### src/rtl/cpu_pkg.sv
// Shared CPU definitions: 5-bit opcode map and branch predictor FSM states.
package cpu_pkg;

    localparam int unsigned OPCODE_W = 5;

    localparam logic [OPCODE_W-1:0] ADD    = 5'd0;
    localparam logic [OPCODE_W-1:0] SUB    = 5'd1;
    localparam logic [OPCODE_W-1:0] AND    = 5'd2;
    localparam logic [OPCODE_W-1:0] OR     = 5'd3;
    localparam logic [OPCODE_W-1:0] XOR    = 5'd4;
    localparam logic [OPCODE_W-1:0] SLL    = 5'd5;
    localparam logic [OPCODE_W-1:0] SRL    = 5'd6;
    localparam logic [OPCODE_W-1:0] SRA    = 5'd7;
    localparam logic [OPCODE_W-1:0] SLT    = 5'd8;
    localparam logic [OPCODE_W-1:0] SLTU   = 5'd9;
    localparam logic [OPCODE_W-1:0] ADDI   = 5'd10;
    localparam logic [OPCODE_W-1:0] ANDI   = 5'd11;
    localparam logic [OPCODE_W-1:0] ORI    = 5'd12;
    localparam logic [OPCODE_W-1:0] XORI   = 5'd13;
    localparam logic [OPCODE_W-1:0] SLLI   = 5'd14;
    localparam logic [OPCODE_W-1:0] SRLI   = 5'd15;
    localparam logic [OPCODE_W-1:0] SRAI   = 5'd16;
    localparam logic [OPCODE_W-1:0] LUI    = 5'd17;
    localparam logic [OPCODE_W-1:0] LW     = 5'd18;
    localparam logic [OPCODE_W-1:0] SW     = 5'd19;
    localparam logic [OPCODE_W-1:0] LB     = 5'd20;
    localparam logic [OPCODE_W-1:0] SB     = 5'd21;
    localparam logic [OPCODE_W-1:0] MOV    = 5'd22;
    localparam logic [OPCODE_W-1:0] BT     = 5'd23;
    localparam logic [OPCODE_W-1:0] BF     = 5'd24;
    localparam logic [OPCODE_W-1:0] JAL    = 5'd25;
    localparam logic [OPCODE_W-1:0] JALR   = 5'd26;
    localparam logic [OPCODE_W-1:0] NOP    = 5'd27;
    localparam logic [OPCODE_W-1:0] HALT   = 5'd28;
    localparam logic [OPCODE_W-1:0] ECALL  = 5'd29;
    localparam logic [OPCODE_W-1:0] EBREAK = 5'd30;

    typedef enum logic {
        INIT = 1'b0,
        RUN  = 1'b1
    } bpu_state_t;

    // Conditional branches that consult the history table.
    function automatic logic is_cond_branch(input logic [OPCODE_W-1:0] op);
        return (op == BT) || (op == BF);
    endfunction

endpackage

### src/rtl/bht_sat_counter_array.sv
// Branch history table storage: saturating counters with an init write port,
// a training port and an asynchronous read port (read sees pre-update value).
module bht_sat_counter_array #(
    parameter int unsigned IDX_W = 6,
    parameter int unsigned CTR_W = 2
) (
    input  logic             clk,
    input  logic             init_we,
    input  logic [IDX_W-1:0] init_idx,
    input  logic             upd_we,
    input  logic [IDX_W-1:0] upd_idx,
    input  logic             upd_taken,
    input  logic [IDX_W-1:0] rd_idx,
    output logic [CTR_W-1:0] rd_ctr_c
);

    localparam int unsigned DEPTH = 2**IDX_W;
    localparam logic [CTR_W-1:0] CTR_INIT = CTR_W'((2**(CTR_W-1)) - 1);
    localparam logic [CTR_W-1:0] CTR_MAX  = {CTR_W{1'b1}};
    localparam logic [CTR_W-1:0] CTR_MIN  = '0;

    logic [CTR_W-1:0] ctr_mem [DEPTH];
    logic [CTR_W-1:0] upd_cur_c;
    logic [CTR_W-1:0] upd_next_c;

    assign rd_ctr_c  = ctr_mem[rd_idx];
    assign upd_cur_c = ctr_mem[upd_idx];

    // Saturating step toward the resolved direction.
    always_comb begin
        upd_next_c = upd_cur_c;
        if (upd_taken) begin
            if (upd_cur_c != CTR_MAX) begin
                upd_next_c = upd_cur_c + CTR_W'(1);
            end
        end else begin
            if (upd_cur_c != CTR_MIN) begin
                upd_next_c = upd_cur_c - CTR_W'(1);
            end
        end
    end

    always_ff @(posedge clk) begin
        if (init_we) begin
            ctr_mem[init_idx] <= CTR_INIT;
        end else if (upd_we) begin
            ctr_mem[upd_idx] <= upd_next_c;
        end
    end

endmodule

### src/rtl/branch_predictor_bht.sv
// BHT-based branch predictor with BTFNT fallback while the table initialises.
// Optional statistics counters are enabled by defining BPU_STATS_EN.
module branch_predictor_bht
    import cpu_pkg::*;
#(
    parameter int unsigned OFFSET_W = 17,
    parameter int unsigned PC_W     = 16,
    parameter int unsigned IDX_W    = 6,
    parameter int unsigned CTR_W    = 2
) (
    input  logic                clk,
    input  logic                reset,
    input  logic                stall,
    input  logic                halted,
    input  logic [OPCODE_W-1:0] opcode,
    input  logic [PC_W-1:0]     pc,
    input  logic [OFFSET_W-1:0] branch_target,
    output logic [OFFSET_W-1:0] predicted_offset,
    output logic [OFFSET_W-1:0] not_predicted_offset,
    output logic                pred_taken,
    input  logic                upd_valid,
    input  logic [PC_W-1:0]     upd_pc,
    input  logic                upd_taken,
    input  logic                upd_pred_taken,
    output logic                ready
`ifdef BPU_STATS_EN
    ,
    output logic [31:0]         stat_branches,
    output logic [31:0]         stat_mispredicts
`endif
);

    localparam int unsigned DEPTH = 2**IDX_W;
    localparam logic [IDX_W-1:0] LAST_IDX = IDX_W'(DEPTH - 1);

    bpu_state_t          state_q;
    bpu_state_t          state_d;
    logic [IDX_W-1:0]    init_idx_q;
    logic                init_we_c;
    logic                upd_we_c;
    logic [CTR_W-1:0]    rd_ctr_c;
    logic                is_br_c;
    logic                is_jal_c;
    logic                taken_c;
    logic [OFFSET_W-1:0] npo_id_c;
    logic [OFFSET_W-1:0] npo_d_c;
    logic                pt_d_c;

    // FSM state and init pointer.
    always_ff @(posedge clk) begin
        if (reset) begin
            state_q    <= INIT;
            init_idx_q <= '0;
        end else begin
            state_q <= state_d;
            if (state_q == INIT) begin
                init_idx_q <= init_idx_q + IDX_W'(1);
            end
        end
    end

    always_comb begin
        state_d   = state_q;
        init_we_c = 1'b0;
        upd_we_c  = 1'b0;
        case (state_q)
            INIT: begin
                init_we_c = !reset;
                if (init_idx_q == LAST_IDX) begin
                    state_d = RUN;
                end
            end
            RUN: begin
                upd_we_c = upd_valid && !reset;
            end
            default: state_d = INIT;
        endcase
    end

    bht_sat_counter_array #(
        .IDX_W (IDX_W),
        .CTR_W (CTR_W)
    ) u_bht (
        .clk       (clk),
        .init_we   (init_we_c),
        .init_idx  (init_idx_q),
        .upd_we    (upd_we_c),
        .upd_idx   (upd_pc[IDX_W-1:0]),
        .upd_taken (upd_taken),
        .rd_idx    (pc[IDX_W-1:0]),
        .rd_ctr_c  (rd_ctr_c)
    );

    assign is_br_c  = is_cond_branch(opcode);
    assign is_jal_c = (opcode == JAL);
    assign taken_c  = (state_q == RUN) ? rd_ctr_c[CTR_W-1] : branch_target[OFFSET_W-1];

    // Offset arithmetic for fetch redirect and EX recovery.
    always_comb begin
        predicted_offset = OFFSET_W'(1);
        npo_id_c         = '0;
        pt_d_c           = 1'b0;
        if (is_br_c) begin
            pt_d_c = taken_c;
            if (taken_c) begin
                predicted_offset = branch_target;
                npo_id_c         = OFFSET_W'(0) - branch_target;
            end else begin
                npo_id_c = branch_target - OFFSET_W'(2);
            end
        end else if (is_jal_c) begin
            predicted_offset = branch_target;
            pt_d_c           = 1'b1;
        end
        npo_d_c = is_jal_c ? (npo_id_c - branch_target + OFFSET_W'(1)) : npo_id_c;
    end

    // Registered stage toward EX; ready follows the FSM by one cycle.
    always_ff @(posedge clk) begin
        if (reset) begin
            not_predicted_offset <= '0;
            pred_taken           <= 1'b0;
            ready                <= 1'b0;
        end else begin
            ready <= (state_d == RUN);
            if (!(stall || halted)) begin
                not_predicted_offset <= npo_d_c;
                pred_taken           <= pt_d_c;
            end
        end
    end

`ifdef BPU_STATS_EN
    always_ff @(posedge clk) begin
        if (reset) begin
            stat_branches    <= '0;
            stat_mispredicts <= '0;
        end else if (upd_we_c) begin
            if (stat_branches != '1) begin
                stat_branches <= stat_branches + 32'(1);
            end
            if ((upd_taken != upd_pred_taken) && (stat_mispredicts != '1)) begin
                stat_mispredicts <= stat_mispredicts + 32'(1);
            end
        end
    end

    logic unused_pc_bits;
    assign unused_pc_bits = ^{pc, upd_pc};
`else
    // Upper PC bits and the accompanying prediction only matter to statistics.
    logic unused_pc_bits;
    assign unused_pc_bits = ^{pc, upd_pc, upd_pred_taken};
`endif

endmodule

### config.mk
export PLATFORM = sky130hd
export DESIGN_NAME = branch_predictor_bht
export DESIGN_NICKNAME = d
export VERILOG_FILES = /design/src/rtl/cpu_pkg.sv /design/src/rtl/bht_sat_counter_array.sv /design/src/rtl/branch_predictor_bht.sv
export SDC_FILE = /design/constraint.sdc
export NUM_CORES = 1
export LEC_CHECK = 0
export CORE_ASPECT_RATIO = 1.1
export CORE_MARGIN = 4
export CORE_UTILIZATION = 46
export DETAILED_ROUTE_END_ITERATION = 12
export PLACE_DENSITY = 0.78
export SLEW_MARGIN = 20
export SYNTH_ARGS = -nofsm -noshare
export SYNTH_HDL_FRONTEND = slang
export SYNTH_SLANG_ARGS = --single-unit
### constraint.sdc
create_clock -name clk -period 6.5 [get_ports clk]
set_input_delay 0.975 -clock clk [delete_from_list [all_inputs] [get_ports clk]]
set_output_delay 0.975 -clock clk [all_outputs]
set_load 0.05 [all_outputs]
==> flow_metrics.env <==
export IMPL_status="finished clean"
export IMPL_first_pass_iters=5
export IMPL_p_switching_mw=0.592
export IMPL_synth_compound_area_share_pct=9.57
export IMPL_synth_xor_area_share_pct=3.23
export IMPL_wl_per_cell_um=20.2
export IMPL_grt_pass1_wl_um=33300
export IMPL_antennaDiodeCount=0
export IMPL_synth_fa_ha_area_share_pct=4.99
export IMPL_skew_ns=0.0101
export IMPL_ys_seq_area_share_pct=50.1
export IMPL_worst_path_max_fanout=11
export IMPL_startpoint="pc[0]"
export IMPL_cts_tree="yes"
export IMPL_dieHeight_um=152
export IMPL_cp_start_kind="primary input"
export IMPL_core_um2=18500
export IMPL_grt_max_degree=65
export IMPL_fin_hold_ws_ns=0.506
export IMPL_pin_count=97
export IMPL_num_vias=6256
export IMPL_grt_total_usage_pct=20.0
export IMPL_post_cts_setup_buffers=0
export IMPL_clkLatencyLatePin_ns=0.43
export IMPL_finalCritPeriodShare_pct=91.1
export IMPL_synth_edf_count=128
export IMPL_path_cells="clkdlybuf4s50_1, mux4_1, a22o_1, a31oi_1, a31oi_2, or3_4, mux2_1, nor2_2, ha_1, fa_1, a211oi_1, o21ai_0, nand3_1, nand3_1, o211ai_1, o21ai_0, xor2_1, a2bb2oi_1, a21oi_1"
export IMPL_max_slew_margin_pct=41.9
export IMPL_critPathMaxStageDelay_ns=0.73
export IMPL_gr_total_overflow=0
export IMPL_rr_endpoint="not_predicted_offset[15]"
export IMPL_rsz0062_at_grt="no"
export IMPL_reg2reg_from="u_bht.ctr_mem[19][1]"
export IMPL_synth_flop_cell="edfxtp_1"
export IMPL_clock_sinks=153
export IMPL_ys_warn_count=0
export IMPL_num_nets_final=887
export IMPL_ir_drop_mv=0.189
export IMPL_clk_pin_slew_ns=0.06
export IMPL_crit_end="not_predicted_offset[15]"
export IMPL_avgSynthCellArea_um2=12.1
export IMPL_wl_um=21200
export IMPL_htree_levels=4
export IMPL_layout_drive_gt1_share_pct=15.2
export IMPL_combPwrFrac_pct=11.7
export IMPL_pwr_share_clk_pct=41.3
export IMPL_finalMaxSlewViolations=0
export IMPL_worstSetupPathType="primary input to flip-flop"
export IMPL_switching_share_pct=26.1
export IMPL_cts_made_buffers=17
export IMPL_grt_pass1_vias=6218
export IMPL_antenna_found_initial=0
export IMPL_first_iter_violations=531
export IMPL_worst_setup_path_end_kind="flip-flop"
export IMPL_hold_path_class="flip-flop to flip-flop"
export IMPL_die_area_um2=21100
export IMPL_post_synth_top_area_cell="edfxtp_1"
export IMPL_ys_types=64
export IMPL_r2r_setup_slack_ns=1.54
export IMPL_yosysTopAreaCellShare_pct=44.3
export IMPL_n_fill_cell=1535
export IMPL_synth_top_family_by_area="multiplexers"
export IMPL_pwr_share_seq_pct=47.0
export IMPL_leakage_nw=3.92
export IMPL_async_flop_share_pct=0
export IMPL_area_growth_pct=18.1
export IMPL_synth_seq_cells=153
export IMPL_tightest_slew_ns=0.868
export IMPL_netlist_area_um2=8670
export IMPL_finalCriticalPeriod_ns=5.92
export IMPL_tns_ns=0
export IMPL_hold_violations=0
export IMPL_synthCells=717
export IMPL_io_buffers=75
export IMPL_drc_errors=0
export IMPL_avgViaCountPerCell=5.97
export IMPL_hold_buffers=0
export IMPL_crit_cells=19
export IMPL_internal_power_mw=1.67
export IMPL_setup_viol=0
export IMPL_cts_resized=0
export IMPL_max_freq_mhz=169
export IMPL_ant_nets=0
export IMPL_clk_path_buf_depth=2
export IMPL_synthTopCellsByArea="edfxtp_1, mux4_2, dfxtp_1, ha_1, nor2_1"
export IMPL_synthesis_nets=812
export IMPL_gp_congestion=0.911
export IMPL_critPathTopFamily="compound AO/OA/AOI/OAI gates"
export IMPL_die_x_um=139
export IMPL_dp_hpwl_um=14900
export IMPL_cp_slowest_cell="clkdlybuf4s50_1"
export IMPL_root_buffer="clkbuf_16"
export IMPL_multiInputGateArea_um2=4120
export IMPL_worstRegToRegCells=18
export IMPL_muxShareOfSynthArea_pct=16.4
export IMPL_crit_arrival_ns=6.22
export IMPL_cp_buffers_inverters=1
export IMPL_start_util_pct=46.9
export IMPL_synth_simple_gate_area_share_pct=13.0
export IMPL_required_ns=6.80
export IMPL_placementRows=52
export IMPL_final_seq_area_um2=4340
export IMPL_max_cap_viol_count=0
export IMPL_power_density_nw_per_um2=221
cells by family (layout without fill, tap and decap cells):
| family | Yosys count | after routing |
|---|---|---|
| other | 1 | 1 |
| adder cells (fa/ha/maj) | 34 | 34 |
| buffers and inverters | 54 | 142 |
| AND/OR/NAND/NOR | 239 | 239 |
| flip-flops | 153 | 153 |
| XOR/XNOR | 32 | 32 |
| multiplexers | 82 | 82 |
| AO/OA/AOI/OAI | 122 | 122 |
synthesized netlist by cell type (10+ instances only):
cell type	n
nor3_1	11
xnor2_1	21
o21ai_0	27
mux4_2	43
dfxtp_1	25
nand2_1	43
inv_1	23
and2_1	18
a21oi_1	27
edfxtp_1	128
or3_1	10
mux2i_1	34
clkbuf_1	18
nand3_1	17
nor2_1	99
xor2_1	11
ha_1	33
registers in the layout (all words and copies together), names as in the netlist:
name,count
pred_taken,1
ready,1
not_predicted_offset,17
init_idx_q,6
u_bht.ctr_mem,128
routing by layer:
layer / track usage, % / routed length, µm
met3: 5.06 / 1760
met1: 25.1 / 8340
met2: 33.5 / 10500
met5: 0 / 0
met4: 7.46 / 623
area by class of cell:
| class | instances | share of cell area, % |
|---|---|---|
| multi-input combinational | 510 | 40.2 |
| clock buffer | 17 | 4.15 |
| inverter | 23 | 0.843 |
| timing repair buffer | 87 | 8.11 |
| sequential | 153 | 42.4 |
| clock inverter | 15 | 1.28 |
| tap | 243 | 2.97 |
how the worst min path moves through the flow:
stage / start / end / slack [ns] / cells past startpoint
2_1_floorplan: init_idx_q[0] / init_idx_q[0] / 0.51 / 2
3_3_place_gp: not_predicted_offset[0] / not_predicted_offset[0] / 0.49 / 2
3_5_place_dp: not_predicted_offset[14] / not_predicted_offset[14] / 0.50 / 1
4_1_cts: not_predicted_offset[0] / not_predicted_offset[0] / 0.51 / 2
5_1_grt: pred_taken / pred_taken / 0.53 / 2
6_report: not_predicted_offset[0] / not_predicted_offset[0] / 0.51 / 2
worst min-delay path, stage by stage, from the launching register on:
cell	delay (ns)
dfxtp_1	0.31
nor2_1	0.10
nor3_1	0.06
cell usage in the layout, fill, tap and decap left out, types with 8 or more instances in the layout:
| master | count |
|---|---|
| clkdlybuf4s50_1 | 57 |
| inv_1 | 23 |
| xor2_1 | 11 |
| nand2_1 | 43 |
| nor2b_1 | 8 |
| and2_1 | 18 |
| ha_1 | 33 |
| nand3_1 | 17 |
| nor2_1 | 99 |
| mux2i_1 | 34 |
| or3_1 | 10 |
| edfxtp_1 | 128 |
| nor3_1 | 11 |
| clkbuf_16 | 17 |
| xnor2_1 | 21 |
| a31oi_1 | 8 |
| dfxtp_1 | 25 |
| o21ai_0 | 26 |
| a21oi_1 | 26 |
| mux4_2 | 43 |
| buf_4 | 26 |
power by group through the flow:
stage	registers [mW]	logic [mW]	clock network, mW
global route	1.07	0.288	0.988
detailed placement	1.09	0.264	0
global placement	1.09	0.261	0
finish	1.06	0.265	0.935
CTS	1.06	0.265	0.947
floorplan	1.10	0.156	0
per-stage QoR:
stage	utilization, %	total power, mW	setup slack, ns	area, µm²	instances
after floorplan	-	1.26	1.08	8670	717
after global placement	52.4	1.35	0.217	9680	1016
after detailed placement	52.4	1.35	0.171	9680	1016
after CTS	55.4	2.28	0.625	10200	1048
after global routing	55.4	2.34	0.267	10200	1048
final	55.4	2.26	0.578	10200	1048
No activity file was read; power rests on OpenSTA's default activity.
